==> config.mk <==
export PLATFORM = sky130hd
export DESIGN_NAME = serial_mag_cmp_ctrl_flat
export DESIGN_NICKNAME = d
export VERILOG_FILES = /design/src/rtl/serial_mag_cmp_ctrl_if.sv /design/src/rtl/serial_mag_cmp_ctrl.sv /design/src/flat_wrapper.sv
export SDC_FILE = /design/constraint.sdc
export NUM_CORES = 1
export LEC_CHECK = 0
export CAP_MARGIN = 20
export CELL_PAD_IN_SITES_DETAIL_PLACEMENT = 2
export CELL_PAD_IN_SITES_GLOBAL_PLACEMENT = 2
export CORE_MARGIN = 4
export CORE_UTILIZATION = 30
export DETAILED_ROUTE_END_ITERATION = 10
export GPL_TIMING_DRIVEN = 0
export PLACE_DENSITY = 0.77
export SETUP_SLACK_MARGIN = 0.4
export SLEW_MARGIN = 25
export SYNTH_ARGS = -nofsm -noshare
export SYNTH_HDL_FRONTEND = slang
export SYNTH_SLANG_ARGS = --single-unit
==> constraint.sdc <==
create_clock -name clk -period 2.2 [get_ports clk]
set_clock_uncertainty 0.05 [all_clocks]
set_input_delay 0.44 -clock clk [delete_from_list [all_inputs] [get_ports clk]]
set_output_delay 0.44 -clock clk [all_outputs]
set_load 0.02 [all_outputs]
==> src/rtl/serial_mag_cmp_ctrl_if.sv <==
// Request-side bundle of the serial magnitude compare controller:
// start/operands in, busy/done/result/err/bits_used out.
interface serial_mag_cmp_ctrl_if #(
    parameter int WIDTH = 8,
    parameter int CW    = $clog2(WIDTH + 1)
);
    logic             start;
    logic [WIDTH-1:0] op_a;
    logic [WIDTH-1:0] op_b;
    logic             busy;
    logic             done;
    logic [2:0]       result;
    logic             err;
    logic [CW-1:0]    bits_used;

    modport master (
        output start, op_a, op_b,
        input  busy, done, result, err, bits_used
    );

    modport slave (
        input  start, op_a, op_b,
        output busy, done, result, err, bits_used
    );
endinterface

==> src/rtl/serial_mag_cmp_ctrl.sv <==
// Serial MSB-first magnitude compare controller driving an external
// 1-bit comparator; stops at the first unequal bit.
module serial_mag_cmp_ctrl #(
    parameter int WIDTH = 8,
    parameter int CW    = $clog2(WIDTH + 1)
) (
    input  logic                   clk,
    input  logic                   rst,
    serial_mag_cmp_ctrl_if.slave   req,
    output logic                   cmp_a,
    output logic                   cmp_b,
    input  logic [2:0]             cmp_c
);
    typedef enum logic [1:0] {
        IDLE = 2'd0,
        RUN  = 2'd1,
        DONE = 2'd2
    } state_t;

    state_t           state, state_nx;
    logic [WIDTH-1:0] sa, sb, sa_nx, sb_nx;
    logic [CW-1:0]    cnt, cnt_nx, used_nx;
    logic             busy_nx, done_nx, err_nx;
    logic [2:0]       res_nx;

    assign cmp_a = (state == RUN) ? sa[WIDTH-1] : 1'b0;
    assign cmp_b = (state == RUN) ? sb[WIDTH-1] : 1'b0;

    always_ff @(posedge clk) begin
        if (rst) begin
            state         <= IDLE;
            sa            <= '0;
            sb            <= '0;
            cnt           <= '0;
            req.busy      <= 1'b0;
            req.done      <= 1'b0;
            req.result    <= 3'b010;
            req.err       <= 1'b0;
            req.bits_used <= '0;
        end else begin
            state         <= state_nx;
            sa            <= sa_nx;
            sb            <= sb_nx;
            cnt           <= cnt_nx;
            req.busy      <= busy_nx;
            req.done      <= done_nx;
            req.result    <= res_nx;
            req.err       <= err_nx;
            req.bits_used <= used_nx;
        end
    end

    always_comb begin
        state_nx = state;
        sa_nx    = sa;
        sb_nx    = sb;
        cnt_nx   = cnt;
        busy_nx  = req.busy;
        done_nx  = 1'b0;
        res_nx   = req.result;
        err_nx   = req.err;
        used_nx  = req.bits_used;
        unique case (state)
            IDLE: begin
                if (req.start) begin
                    sa_nx    = req.op_a;
                    sb_nx    = req.op_b;
                    cnt_nx   = CW'(1);
                    busy_nx  = 1'b1;
                    state_nx = RUN;
                end
            end
            RUN: begin
                unique case (cmp_c)
                    3'b100, 3'b001: begin
                        res_nx   = cmp_c;
                        err_nx   = 1'b0;
                        used_nx  = cnt;
                        busy_nx  = 1'b0;
                        done_nx  = 1'b1;
                        state_nx = DONE;
                    end
                    3'b010: begin
                        if (cnt == CW'(WIDTH)) begin
                            res_nx   = 3'b010;
                            err_nx   = 1'b0;
                            used_nx  = cnt;
                            busy_nx  = 1'b0;
                            done_nx  = 1'b1;
                            state_nx = DONE;
                        end else begin
                            sa_nx  = {sa[WIDTH-2:0], 1'b0};
                            sb_nx  = {sb[WIDTH-2:0], 1'b0};
                            cnt_nx = cnt + CW'(1);
                        end
                    end
                    // Any code that is not one-hot means a broken comparator.
                    default: begin
                        res_nx   = 3'b000;
                        err_nx   = 1'b1;
                        used_nx  = cnt;
                        busy_nx  = 1'b0;
                        done_nx  = 1'b1;
                        state_nx = DONE;
                    end
                endcase
            end
            DONE: begin
                state_nx = IDLE;
            end
            default: begin
                state_nx = IDLE;
            end
        endcase
    end
endmodule

==> src/flat_wrapper.sv <==
// flat-port wrapper written by rule: the top's interface ports become plain ports
module serial_mag_cmp_ctrl_flat 
#(
    parameter int WIDTH = 8,
    parameter int CW    = $clog2(WIDTH + 1)
)
  (clk, rst, cmp_a, cmp_b, cmp_c, req_start, req_op_a, req_op_b, req_busy, req_done, req_result, req_err, req_bits_used);
  serial_mag_cmp_ctrl_if #(.WIDTH(WIDTH), .CW(CW)) req_i ();
  input  logic clk;
  input  logic rst;
  output logic cmp_a;
  output logic cmp_b;
  input  logic [2:0] cmp_c;
  input wire logic [$bits(req_i.start)-1:0] req_start;
  input wire logic [$bits(req_i.op_a)-1:0] req_op_a;
  input wire logic [$bits(req_i.op_b)-1:0] req_op_b;
  output wire logic [$bits(req_i.busy)-1:0] req_busy;
  output wire logic [$bits(req_i.done)-1:0] req_done;
  output wire logic [$bits(req_i.result)-1:0] req_result;
  output wire logic [$bits(req_i.err)-1:0] req_err;
  output wire logic [$bits(req_i.bits_used)-1:0] req_bits_used;
  assign req_i.start = req_start;
  assign req_i.op_a = req_op_a;
  assign req_i.op_b = req_op_b;
  assign req_busy = req_i.busy;
  assign req_done = req_i.done;
  assign req_result = req_i.result;
  assign req_err = req_i.err;
  assign req_bits_used = req_i.bits_used;
  serial_mag_cmp_ctrl #(.WIDTH(WIDTH), .CW(CW)) u_core (.clk(clk), .rst(rst), .req(req_i), .cmp_a(cmp_a), .cmp_b(cmp_b), .cmp_c(cmp_c));
endmodule
==> flow_metrics.env, run 1 <==
export IMPL_filler_cell_count=556
export IMPL_clkTransAtPathRegs_ns=0.07
export IMPL_hold_start="u_core.sa[3]"
export IMPL_p_int_mw=1.00
export IMPL_r2r_slack_ns=0.57
export IMPL_power_share_combinational_pct=19.6
export IMPL_core_area_um2=5110
export IMPL_syn_cell_area_um2=1580
export IMPL_htree_levels=2
export IMPL_setup_slack_ns=0.438
export IMPL_overflow=0
export IMPL_cts_tree="built"
export IMPL_drt_iter0_drc=55
export IMPL_ys_warn_count=0
export IMPL_cp_startpoint="u_core.state[0]"
export IMPL_hpwl_mm=3.69
export IMPL_setup_worst_path_start_class="register"
export IMPL_place_area_um2=2000
export IMPL_cp_required_ns=1.71
export IMPL_synth_top_cell_area_share_pct=40.4
export IMPL_max_slew_worst_pin_slew_ns=0.490
export IMPL_synth_seq_cells=32
export IMPL_tns_ns=0
export IMPL_slew_headroom_pct=67.3
export IMPL_drc=0
export IMPL_diodes=0
export IMPL_rsz0062_at_grt="false"
export IMPL_placedCellCount=272
export IMPL_start_util_pct=31.0
export IMPL_switchingPower_mw=0.395
export IMPL_synth_area_per_cell_um2=9.37
export IMPL_path_class="register to output port"
export IMPL_synth_seq_area_share_pct=40.4
export IMPL_p_per_area_nw_per_um2=626
export IMPL_crit_fanout=4
export IMPL_max_freq_mhz=568
export IMPL_drt_wl_total_mm=5.31
export IMPL_p_leak_nw=0.822
export IMPL_ctsHoldBuffers=0
export IMPL_crit_chain="nor2b_4, buf_6, clkbuf_16, and2_4, buf_6"
export IMPL_synth_largest_area_cell="dfxtp_1"
export IMPL_multi_input_area_um2=823
export IMPL_syn2layout_area_growth_pct=40.7
export IMPL_hold_viol_final=0
export IMPL_cts_sinks=32
export IMPL_period_needed_ns=1.76
export IMPL_min_path_type="register to register"
export IMPL_netlist_instances=169
export IMPL_io_pins=34
export IMPL_drv_slew=0
export IMPL_synth_commonest_cells="dfxtp_1 (32), o21ai_0 (18), inv_1 (17)"
export IMPL_fp_dieH_um=80.7
export IMPL_async_flop_share_pct=0
export IMPL_ant_nets=0
export IMPL_peakVddDrop_mv=0.236
export IMPL_fin_area_um2=2230
export IMPL_r2r_start="u_core.cnt[0]"
export IMPL_cts_made_buffers=5
export IMPL_finalNetCount=239
export IMPL_drtPass1Iterations=4
export IMPL_antenna_found_initial=0
export IMPL_critPathTopFamily="buffers and inverters"
export IMPL_track_usage_pct=16.9
export IMPL_synth_flop_cell="dfxtp_1"
export IMPL_endpoint_kind="output port"
export IMPL_outcome="complete, no violations"
export IMPL_worstPathArrival_ns=1.27
export IMPL_drive_gt1_share_pct=24.5
export IMPL_clock_latency_ns=0.29
export IMPL_maxCapViolCount=0
export IMPL_pre_cts_ws_ns=-0.217
export IMPL_syn_num_nets=193
export IMPL_crit_path_top_delay_cell="dfxtp_2"
export IMPL_grt_max_degree=11
export IMPL_cp_common_cell="buf_6"
export IMPL_cp_num_buf_inv=3
export IMPL_p_clk_share_pct=34.4
export IMPL_port_buffers=33
export IMPL_die_w_um=80.7
export IMPL_swShare_pct=28.3
export IMPL_seq_power_share_pct=46.0
export IMPL_dieArea_um2=6510
export IMPL_synth_most_common_cell="dfxtp_1"
export IMPL_crit_path_max_incr_delay_ns=0.34
export IMPL_routabilityCongestion=0.851
export IMPL_final_cells=286
export IMPL_viasPerCell=5.28
export IMPL_finalSetupViolCount=0
export IMPL_min_period_over_period_pct=80.1
export IMPL_ctsRootBufferMaster="clkbuf_8"
export IMPL_num_rows=26
export IMPL_synth_edf_count=0
export IMPL_grt_pass1_vias=1694
export IMPL_vias=1511
export IMPL_synth_cell_types=40
export IMPL_grt_pass1_wl_mm=8.47
export IMPL_netlist_top_cells_area="dfxtp_1 (40%), a311oi_1 (8.3%), a211oi_2 (7.1%), o21ai_0 (5.7%), inv_1 (4.0%)"
export IMPL_seqCellArea_um2=644
export IMPL_routedWlPerCell_um=18.6
export IMPL_clockBufferDepth=2
-- final timing paths --
kind | to | cells past startpoint
hold reg to reg | u_core.sa[4] | 2
hold / removal | u_core.sa[4] | 2
setup reg to reg | u_core.state[0] | 7
setup / recovery | cmp_a | 5
-- power by group through the flow --
stage	clock [mW]	combinational (mW)	sequential, mW
2_1_floorplan	0	0.137	0.655
3_3_place_gp	0	0.235	0.651
3_5_place_dp	0	0.245	0.654
4_1_cts	0.497	0.261	0.640
5_1_grt	0.519	0.299	0.646
6_report	0.480	0.273	0.642
-- what timing repair did --
| item | CTS | global route |
|---|---|---|
| endpoints found under the setup margin | 22 | 22 |
| setup buffers | 2 | 4 |
| gates resized for setup | 23 | 26 |
-- flip-flops by register name, indices dropped and copies added, names as in the netlist --
register and count:
u_core.cnt 4, u_core.req.bits_used 4, u_core.req.busy 1, u_core.req.done 1
u_core.req.err 1, u_core.req.result 3, u_core.sa 8, u_core.sb 8
u_core.state 2
-- stage by stage --
stage                     utilization [%]  total power [mW]  hold WS (ns)
after CTS                            42.1              1.40         0.420
after global placement               39.2             0.886         0.390
final                                43.6              1.40         0.412
after detailed placement             39.2             0.899         0.404
after floorplan                         -             0.792         0.379
after global routing                 43.6              1.46         0.426
-- layout by cell type, fill, tap and decap left out, drive strengths merged, types with 2 or more instances in the layout --
master,n
nand3,6
ha,2
and2,4
nor2b,3
nor3b,2
nand2,9
a311oi,15
clkdlybuf4s50,28
inv,17
mux2i,4
a21oi,2
o41ai,2
o21ai,18
or3,2
dfxtp,32
buf,17
or3b,3
nand4,2
a211oi,15
clkbuf,13
clkinv,2
dlymetal6s2s,3
-- layout make-up --
type                    count  area share [%]
repair buffers             39            17.3
clock inverters             2           0.449
plain buffers              16            5.90
clock buffers               6            3.71
flip-flops and latches     32            28.9
well taps                  70            3.93
inverters                  17            2.86
multi-input cells         104            36.9
-- layer usage --
metal	up-vias	track usage (%)	wire length (µm)
li1	718	-	-
met5	-	0	0
met3	4	4.37	169
met1	757	20.2	2450
met2	32	29.9	2670
met4	0	4.22	24
-- logic make-up (layout without fill, tap and decap cells) --
kind of cell | after synthesis | after routing | synth area share (%)
compound gates | 59 | 59 | 29.4
xor+xnor | 1 | 1 | 0.553
fa+ha+maj | 2 | 2 | 1.58
buf+inv | 33 | 80 | 9.87
flops | 32 | 32 | 40.4
mux | 4 | 4 | 2.53
simple gates | 38 | 38 | 15.6
-- worst reg2reg max path, cell delays in order, from the launching register on --
cell and delay [ns]:
dfxtp_2 0.37, inv_1 0.07, ha_1 0.21, nand3b_4 0.13
and3_4 0.21, buf_6 0.14, buf_6 0.16, o21a_1 0.20
Power figures use the tool's default switching activity.
==> run 2: changes to the inputs <==
--- a/config.mk
+++ b/config.mk
@@ -9,10 +9,10 @@
 export CELL_PAD_IN_SITES_DETAIL_PLACEMENT = 2
 export CELL_PAD_IN_SITES_GLOBAL_PLACEMENT = 2
 export CORE_MARGIN = 4
-export CORE_UTILIZATION = 30
+export CORE_UTILIZATION = 27
 export DETAILED_ROUTE_END_ITERATION = 10
 export GPL_TIMING_DRIVEN = 0
-export PLACE_DENSITY = 0.77
+export PLACE_DENSITY = 0.73
 export SETUP_SLACK_MARGIN = 0.4
 export SLEW_MARGIN = 25
 export SYNTH_ARGS = -nofsm -noshare
==> constraint.sdc (replaced) <==
create_clock -name clk -period 1.5 [get_ports clk]
set_clock_uncertainty 0.05 [all_clocks]
set_input_delay 0.3 -clock clk [delete_from_list [all_inputs] [get_ports clk]]
set_output_delay 0.3 -clock clk [all_outputs]
set_load 0.02 [all_outputs]
==> run 2 against run 1 <==
Effect of this change: the flow now finishes with violations (negative setup slack); count of clock-buffer cells in the layout rose by 2; routed wire length is 34% higher; first-iteration DRC count increased by 20%; critical path depth rose by 2; setup slack lost 0.56 ns; largest cell class unchanged.
==> flow_metrics.env, run 2 (synthesis gave the netlist of run 1 again) <==
export IMPL_placedCellCount=274
export IMPL_final_cell_mix="buf_6 (20), dfxtp_1 (19), clkdlybuf4s50_1 (17), inv_1 (14), buf_4 (13)"
export IMPL_ctsHoldBuffers=0
export IMPL_violations="negative setup slack"
export IMPL_viasPerCell=5.30
export IMPL_maxCapViolCount=0
export IMPL_start_util_pct=28.2
export IMPL_clkTransAtPathRegs_ns=0.08
export IMPL_pre_cts_ws_ns=-0.560
export IMPL_max_freq_mhz=617
export IMPL_hpwl_mm=3.64
export IMPL_total_power_mw=2.29
export IMPL_drv_slew=0
export IMPL_reg2reg_depth=7
export IMPL_p_int_mw=1.60
export IMPL_clock_latency_ns=0.29
export IMPL_grt_pass1_vias=1842
export IMPL_num_rows=27
export IMPL_overflow=0
export IMPL_r2r_slack_ns=-0.12
export IMPL_drt_iter0_drc=66
export IMPL_peakVddDrop_mv=0.353
export IMPL_antenna_found_initial=0
export IMPL_ant_nets=0
export IMPL_final_cells=306
export IMPL_switchingPower_mw=0.689
export IMPL_die_w_um=84.6
export IMPL_critPathTopFamily="buffers and inverters"
export IMPL_diodes=0
export IMPL_min_period_over_period_pct=108
export IMPL_drtPass1Iterations=4
export IMPL_layout_commonest_cell="buf_6"
export IMPL_cp_required_ns=1.64
export IMPL_setup_slack_ns=-0.121
export IMPL_timing_rr_end="u_core.sa[5]"
export IMPL_crit_path_top_delay_cell="dfxtp_2"
export IMPL_worstPathArrival_ns=1.76
export IMPL_htree_levels=2
export IMPL_slew_headroom_pct=69.4
export IMPL_worst_path_stages=7
export IMPL_cp_startpoint="u_core.state[0]"
export IMPL_hold_viol_final=0
export IMPL_cts_tree="built"
export IMPL_filler_cell_count=571
export IMPL_drt_wl_total_mm=7.14
export IMPL_outcome="finished, violations left"
export IMPL_routabilityCongestion=0.734
export IMPL_ctsRootBufferMaster="clkbuf_8"
export IMPL_power_share_combinational_pct=28.0
export IMPL_dieArea_um2=7160
export IMPL_r2r_start="u_core.state[0]"
export IMPL_min_path_type="input pin to register"
export IMPL_core_area_um2=5610
export IMPL_port_buffers=33
export IMPL_finalSetupViolCount=21
export IMPL_p_clk_share_pct=30.5
export IMPL_swShare_pct=30.0
export IMPL_max_slew_worst_pin_slew_ns=0.456
export IMPL_fp_dieH_um=84.6
export IMPL_endpoint_kind="register"
export IMPL_crit_path_max_incr_delay_ns=0.34
export IMPL_cts_made_buffers=5
export IMPL_cp_common_cell="buf_4"
export IMPL_rsz0062_at_grt="true"
export IMPL_io_pins=34
export IMPL_critPathCapture="u_core.sa[5]"
export IMPL_p_per_area_nw_per_um2=792
export IMPL_vias=1621
export IMPL_hold_depth=3
export IMPL_reg_top3="u_core.sa x8, u_core.sb x8"
export IMPL_track_usage_pct=17.4
export IMPL_cts_sinks=32
export IMPL_routedWlPerCell_um=23.3
export IMPL_cp_num_buf_inv=4
export IMPL_finalNetCount=257
export IMPL_setup_worst_path_start_class="register"
export IMPL_grt_max_degree=11
export IMPL_clockBufferDepth=2
export IMPL_grt_pass1_wl_mm=9.86
export IMPL_period_needed_ns=1.62
export IMPL_p_leak_nw=1.05
export IMPL_seq_power_share_pct=41.5
export IMPL_path_class="register to register"
export IMPL_crit_chain="nor2b_4, buf_6, buf_4, and3_4, buf_12, buf_4, a211oi_2"
export IMPL_drc=0
export IMPL_drive_gt1_share_pct=55.1
export IMPL_crit_fanout=10
export IMPL_syn2layout_area_growth_pct=82.8
-- run 2: cell count changes in the layout (fill, tap and decap cells not counted), sizes merged, moves of 2 or more --
cell           delta
clkdlybuf4s50    -11
clkinv            -2
dlymetal6s2s      -3
clkbuf            +3
buf              +27
clkdlybuf4s15     +2
-- run 2: through the flow --
step           util, %  setup TNS (ns)  hold slack (ns)  cell area (µm²)
2_1_floorplan        -               0            0.377             1640
3_3_place_gp      36.7          -13.84            0.389             2060
3_5_place_dp      36.7          -15.12            0.405             2060
4_1_cts           44.7           -1.03            0.417             2500
5_1_grt           51.6           -2.30            0.352             2900
6_report          51.6           -1.42            0.329             2900
-- run 2: cell type report --
class                           count  area, µm²  area share [%]
Buffer                             16        225            7.78
Clock buffer                        8       90.1            3.11
Inverter                           17       66.3            2.29
Multi-Input combinational cell    105       1130            39.1
Sequential cell                    32        662            22.9
Tap cell                           72       90.1            3.11
Timing Repair Buffer               56        631            21.8
-- run 2: routing by layer --
layer  GRT usage (%)  share of wire [%]  vias to the layer above
li1                -                  -                      755
met1            21.1                 44                      827
met2            31.5                 53                       34
met3            4.02                2.7                        5
met4            3.17               0.57                        0
met5               0                  0                        -
-- run 2: worst min path at each step --
stage / from / to
detailed placement: u_core.req.bits_used[1] / u_core.req.bits_used[1]
floorplan: req_op_a[0] / u_core.sa[0]
CTS: u_core.req.bits_used[2] / u_core.req.bits_used[2]
finish: cmp_c[2] / u_core.req.result[2]
global placement: u_core.sa[1] / u_core.sa[2]
global route: cmp_c[2] / u_core.req.result[2]
-- run 2: worst reg2reg max path, delay by kind of cell, from the launching register on --
kind	cells	cell delay, ns
compound gates	1	0.24
buf+inv	4	0.58
flops	1	0.34
simple gates	2	0.31
-- run 2: what timing repair did --
| item | 4_1_cts | 5_1_grt |
|---|---|---|
| cloned | 2 | 1 |
| setup endpoints to repair | 44 | 41 |
| pin swaps | 8 | 16 |
| setup buffers | 14 | 7 |
| resized for setup | 128 | 78 |
| endpoints found under the hold margin | 0 | 0 |
-- run 2: power by group through the flow --
stage	clock [mW]	sequential (mW)	combinational [mW]
2_1_floorplan	0	0.962	0.214
3_3_place_gp	0	0.956	0.360
3_5_place_dp	0	0.961	0.374
4_1_cts	0.698	0.941	0.491
5_1_grt	0.765	0.957	0.677
6_report	0.700	0.951	0.643
==> run 3: changes to the inputs <==
--- a/config.mk
+++ b/config.mk
@@ -12,6 +12,7 @@
 export CORE_UTILIZATION = 27
 export DETAILED_ROUTE_END_ITERATION = 10
 export GPL_TIMING_DRIVEN = 0
+export HOLD_SLACK_MARGIN = 0.12
 export PLACE_DENSITY = 0.73
 export SETUP_SLACK_MARGIN = 0.4
 export SLEW_MARGIN = 25
==> results of run 3 <==
The final DEF is identical to that of run 2; final timing and power are the same.
